==> src/rtl/parity_pkg.sv <==
// Shared types and elaboration-time helpers for the pipelined multi-lane parity generator.
package parity_pkg;

    typedef struct packed {
        logic valid;
        logic last;
        logic odd;
    } side_t;

    function automatic int num_stages(input int log_w, input int lps);
        return (log_w + lps - 1) / lps;
    endfunction

    // Every stage is full except possibly the last, which takes whatever levels remain.
    function automatic int levels_in_stage(input int idx, input int log_w, input int lps);
        int rem;
        rem = log_w - idx * lps;
        return (rem < lps) ? rem : lps;
    endfunction

endpackage

==> src/rtl/xor_reduce_stage.sv <==
// One registered slice of the XOR reduction tree: folds IN_W bits down by 2^LEVELS.
module xor_reduce_stage #(
    parameter int IN_W   = 4,
    parameter int LEVELS = 1
) (
    input  logic                        clk,
    input  logic                        rst_n,
    input  logic                        en,
    input  logic [IN_W-1:0]             d,
    output logic [(IN_W >> LEVELS)-1:0] q
);
    localparam int OUT_W = IN_W >> LEVELS;
    localparam int GROUP = 1 << LEVELS;

    logic [OUT_W-1:0] red;

    // XOR over a contiguous group of 2^LEVELS bits is the same as LEVELS pairwise tree levels.
    always_comb begin
        // NOTE: default assignment first so no path through the block can infer a latch.
        red = '0;
        for (int j = 0; j < OUT_W; j++) begin
            red[j] = ^d[j*GROUP +: GROUP];
        end
    end

    always_ff @(posedge clk or negedge rst_n) begin
        // NOTE: the data register is reset as well, so a pre-reset partial beat never reappears.
        if (!rst_n) begin
            q <= '0;
        end else if (en) begin
            q <= red;
        end
    end

endmodule

==> src/rtl/parity_stream_pipe.sv <==
// Pipelined multi-lane streaming parity: registered XOR trees, per-packet accumulation,
// even/odd mode, and one result register with global backpressure (no skid buffer).
module parity_stream_pipe
    import parity_pkg::*;
#(
    parameter int LOG_WIDTH        = 6,
    parameter int LANES            = 4,
    parameter int LEVELS_PER_STAGE = 2,
    parameter int BEAT_W           = 8
) (
    input  logic                          clk,
    input  logic                          rst_n,
    input  logic                          in_valid,
    output logic                          in_ready,
    input  logic [LANES*(1<<LOG_WIDTH)-1:0] in_data,
    input  logic                          in_last,
    input  logic                          in_odd,
    output logic                          out_valid,
    input  logic                          out_ready,
    output logic [LANES-1:0]              out_parity,
    output logic [BEAT_W-1:0]             out_beats
);
    localparam int W = 1 << LOG_WIDTH;
    localparam int S = num_stages(LOG_WIDTH, LEVELS_PER_STAGE);

    logic en;
    assign en       = ~(out_valid & ~out_ready);
    assign in_ready = en;

    logic [LANES-1:0] p;

    for (genvar l = 0; l < LANES; l++) begin : g_lane
        for (genvar s = 0; s < S; s++) begin : g_stage
            localparam int IN_W = 1 << (LOG_WIDTH - s * LEVELS_PER_STAGE);
            localparam int LV   = levels_in_stage(s, LOG_WIDTH, LEVELS_PER_STAGE);

            logic [IN_W-1:0]        d;
            logic [(IN_W >> LV)-1:0] q;

            if (s == 0) begin : g_first
                assign d = in_data[l*W +: W];
            end else begin : g_next
                assign d = g_stage[s-1].q;
            end

            xor_reduce_stage #(
                .IN_W  (IN_W),
                .LEVELS(LV)
            ) u_stage (
                .clk  (clk),
                .rst_n(rst_n),
                .en   (en),
                .d    (d),
                .q    (q)
            );
        end
        assign p[l] = g_stage[S-1].q;
    end

    side_t side [S];
    side_t tail;
    assign tail = side[S-1];

    always_ff @(posedge clk or negedge rst_n) begin
        if (!rst_n) begin
            for (int s = 0; s < S; s++) side[s] <= '0;
        end else if (en) begin
            side[0] <= side_t'{valid: in_valid, last: in_last, odd: in_odd};
            for (int s = 1; s < S; s++) side[s] <= side[s-1];
        end
    end

    logic [LANES-1:0]  acc, acc_next;
    logic [BEAT_W-1:0] cnt, cnt_next;
    logic              first, mode, mode_next;

    always_comb begin
        acc_next  = first ? p : (acc ^ p);
        mode_next = first ? tail.odd : mode;
        if (first) begin
            cnt_next = BEAT_W'(1);
        end else if (cnt == '1) begin
            cnt_next = cnt;
        end else begin
            cnt_next = cnt + BEAT_W'(1);
        end
    end

    // The result register sits between accumulation and the output, so a beat accepted
    // at edge t is accumulated at t+S and its packet result is visible after t+S+1.
    logic              res_valid;
    logic [LANES-1:0]  res_parity;
    logic [BEAT_W-1:0] res_beats;

    always_ff @(posedge clk or negedge rst_n) begin
        if (!rst_n) begin
            acc        <= '0;
            cnt        <= '0;
            first      <= 1'b1;
            mode       <= 1'b0;
            res_valid  <= 1'b0;
            res_parity <= '0;
            res_beats  <= '0;
        end else if (en) begin
            res_valid <= tail.valid & tail.last;
            if (tail.valid) begin
                acc   <= acc_next;
                cnt   <= cnt_next;
                mode  <= mode_next;
                first <= tail.last;
                if (tail.last) begin
                    res_parity <= acc_next ^ {LANES{mode_next}};
                    res_beats  <= cnt_next;
                end
            end
        end
    end

    always_ff @(posedge clk or negedge rst_n) begin
        if (!rst_n) begin
            out_valid  <= 1'b0;
            out_parity <= '0;
            out_beats  <= '0;
        end else if (en) begin
            out_valid <= res_valid;
            if (res_valid) begin
                out_parity <= res_parity;
                out_beats  <= res_beats;
            end
        end
    end

endmodule

==> config.mk <==
export PLATFORM = sky130hd
export DESIGN_NAME = parity_stream_pipe
export DESIGN_NICKNAME = d
export VERILOG_FILES = /design/src/rtl/parity_pkg.sv /design/src/rtl/xor_reduce_stage.sv /design/src/rtl/parity_stream_pipe.sv
export SDC_FILE = /design/constraint.sdc
export NUM_CORES = 1
export LEC_CHECK = 0
export ABC_CLOCK_PERIOD_IN_PS = 3400
export CORE_AREA = 5 5 171 173
export CTS_CLUSTER_SIZE = 20
export DETAILED_ROUTE_END_ITERATION = 16
export DIE_AREA = 0 0 176 178
export RECOVER_POWER = 25
export SYNTH_ARGS = -nofsm -noshare
export SYNTH_HDL_FRONTEND = slang
export SYNTH_HIERARCHICAL = 1
export SYNTH_SLANG_ARGS = --single-unit
==> constraint.sdc <==
create_clock -name clk -period 3.4 [get_ports clk]
set_input_delay 0.68 -clock clk [delete_from_list [all_inputs] [get_ports clk]]
set_output_delay 0.68 -clock clk [all_outputs]
set_load 0.05 [all_outputs]
==> summary.md <==
| Metric | Value |
|---|---|
| Mapped Cells | 715 |
| Slowest CP cell | clkdlybuf4s50_1 |
| Pwr Total | 7.79 mW |
| DRC viols | 0 |
| Sw Ratio | 34.2% |
| Number of synthesized flops with an enable pin | 0 |
| WP data arrival | 1670 ps |
| Final min period | 2350 ps |
| Num rows | 61 |
| Final-report setup violation count | 0 |
| CTS Hold Bufs | 0 |
| Peak supply drop | 321 uV |
| Core Box Area | 27500 sq um |
| P_leak | 4.11 nW |
| Clock Skews | 8.55 ps |
| Initial drt markers | 144 |
| CP max FO | 2 |
| Max_cap viols | 1 |
| Flop2flop setup slack | 1430 ps |
| CTS tree | done |
| CP bufs+invs | 1 |
| RD Place Congestion | 0.757 |
| Hold Path Class | reg2reg |
| Detail Route Antenna Nets | 0 |
| Clock share of power | 23.9% |
| Layout cell share with drive strength beyond 1 | 6.51% |
| Post-Route Utilization | 40.3% |
| Final wirelength | 16800 um |
| Placed Cells | 1314 |
| Avg Cell Area, Syn | 10.3 sq um |
| Switching power | 2.67 mW |
| Area growth, synth to finish | 50.9% |
| RSZ-0062 raised after global routing | no |
| Initial antenna violation count | 0 |
| Hold Crit Start | res_parity[1] |
| Bufs on Longest Clock Path | 2 |
| Commonest non-fill, non-tap cell in the layout | clkdlybuf4s50_1 |
| Failing checks | max-capacitance violations, max-slew violations |
| Finished layout cell area | 11100 sq um |
| Final std cells w/o fill | 1345 |
| Clock sinks | 133 |
| Crit path launch | out_valid |
| Post-route setup TNS | 0 ps |
| Vias in the first global route | 5718 |
| Reg2Reg Depth | 5 |
| Worst EP required | 2720 ps |
| Antenna fix cells | 0 |
| Count of cell types in the netlist | 44 |
| Logic pwr share | 40.7% |
| GR Util All Layers | 10.6% |
| Commonest non-fill, non-tap cells in the layout | clkdlybuf4s50_1 (273), xnor2_1 (261), dfrtp_1 (132), a21oi_1 (100), nor2_1 (90) |
| Hold Crit Depth | 2 |
| Crit Reg-Reg Endpoint | cnt[0] |
| Largest net degree at the start of global routing | 115 |
| Reg2reg start | cnt[0] |
| Cell family with most CP delay | buffers and inverters |
| Post-synthesis sequential area ratio | 45.4% |
| Placement Cell Area | 10500 sq um |
| First-pass GRT wire length | 26700 um |
| Syn Nets | 978 |
| Seq pwr share | 35.4% |
| Port-buffer cells | 275 |
| Initial Utilization | 26.7% |
| Clock root buffer | clkbuf_16 |
| PostCTS Resize Cnt | 0 |
| Worst setup margin | 1050 ps |
| Postcts setup bufs | 0 |
| Worst slew margin | -0.160% |
| Synth warn | 6 |
| DR vias/cell | 4.13 |
| Primary FF master, synth | dfrtp_1 |
| Die Height | 178 um |
| Hold slack final | 486 ps |
| Max Fclk | 426 MHz |
| Initial DRT Pass Iterations | 4 |
| Die area | 31300 sq um |
| Slew Limit Fails | 52 |
| H-Tree Depth | 4 |
| Nets | 1250 |
| Async S/R FF share, synth | 100% |
| Final Hold Viols | 0 |
| Worst Setup End Kind | output pin |
| Clk_lat worst skew | 410 ps |
| Status | finished, violations left |
| Clock transition at the registers of the reported paths | 60 ps |
| Wirelength per Cell | 12.5 um |
| Critical path class | reg2out |
| Worst-path cell chain | clkdlybuf4s50_1 |
| Post-synthesis register bit count | 133 |
| Pwr dens | 703 nW/um^2 |
| Endpoint, Worst Hold | res_parity[1] |
| IO Pins | 276 |
| Via count | 5554 |
| Global route overflow | 0 |
| CTS buffer count | 17 |
| Tcrit/Tclk final | 69.1% |
| Cell Area, Synth | 7340 sq um |
| Hpwl dp | 13500 um |
| Nature of the critical path startpoint | flip-flop |
| Worst slack, placed | 968 ps |
| Die X | 176 um |
| Critical Path Max Stage Delay | 870 ps |
| Internal | 5.12 mW |
| Worst Tran Pin Value | 1500 ps |
[cell type report]
cell class,count,area (sq um)
Clock buffer,17,425
Sequential cell,133,3330
Inverter,5,18.8
Fill cell,2741,16400
Tap cell,346,433
Clock inverter,14,175
Timing Repair Buffer,280,2820
Multi-Input combinational cell,550,3870
[power by group through the flow]
stage | clock network, mW | logic (mW) | registers (mW)
floorplan | 0 | 2.26 | 2.82
global placement | 0 | 3.16 | 2.77
detailed placement | 0 | 3.21 | 2.79
CTS | 1.94 | 3.23 | 2.77
global route | 2.00 | 3.53 | 2.86
finish | 1.86 | 3.17 | 2.76
[worst max path at each step]
stage	end	cells after the start	slack, ps
floorplan	in_ready	3	560
global placement	side[8]	4	990
detailed placement	side[8]	4	970
CTS	out_valid	1	1000
global route	out_valid	1	980
finish	out_valid	1	1050
[synth_stat cells, types with 2 or more instances]
| library cell | count | area share [%] |
|---|---|---|
| o21ai_0 | 12 | 0.82 |
| nand2b_1 | 2 | 0.17 |
| dfrtp_1 | 132 | 45 |
| nand3_1 | 8 | 0.55 |
| nor2b_1 | 4 | 0.34 |
| clkbuf_1 | 3 | 0.15 |
| inv_1 | 5 | 0.26 |
| and3_1 | 3 | 0.26 |
| a31o_2 | 2 | 0.24 |
| nor4_1 | 2 | 0.17 |
| buf_1 | 7 | 0.36 |
| or3_1 | 2 | 0.17 |
| a22o_1 | 3 | 0.36 |
| xnor2_1 | 261 | 31 |
| nor2_1 | 90 | 4.6 |
| buf_2 | 15 | 1.0 |
| a21oi_1 | 100 | 6.8 |
| nor3_1 | 2 | 0.14 |
| mux2i_1 | 2 | 0.27 |
| mux2_2 | 21 | 3.2 |
| nand2_1 | 16 | 0.82 |
[sequential cells by signal, indices dropped and copies added, names as in the netlist]
register / flops
acc: 4
cnt: 8
first: 1
g_lane.g_stage.u_stage/q: 84
mode: 1
out_beats: 8
out_parity: 4
out_valid: 1
res_beats: 8
res_parity: 4
res_valid: 1
side: 9
[worst reg2reg max path, cell delays in order, from the launching register on]
cell     delay [ps]
dfrtp_1         470
ha_1            350
nand4_4         180
or2_1           370
mux2_4          330
o22a_1          170
[logic make-up (layout without fill, tap and decap cells)]
group / count (synthesis) / in the layout / synth area share [%]
XOR/XNOR: 262 / 262 / 31.3
flip-flops: 133 / 133 / 45.4
AND/OR/NAND/NOR: 133 / 133 / 7.78
AO/OA/AOI/OAI: 130 / 130 / 9.67
buffers and inverters: 32 / 316 / 2.01
multiplexers: 24 / 24 / 3.70
adder cells (fa/ha/maj): 1 / 1 / 0.171
[per-layer routing]
layer,track usage (%),part of all wire (%),vias up
li1,-,-,2901
met1,12.0,39,2490
met2,18.9,53,143
met3,3.01,5.8,20
met4,3.87,1.8,0
met5,0,0,-
(Power assumes the default switching activity.)
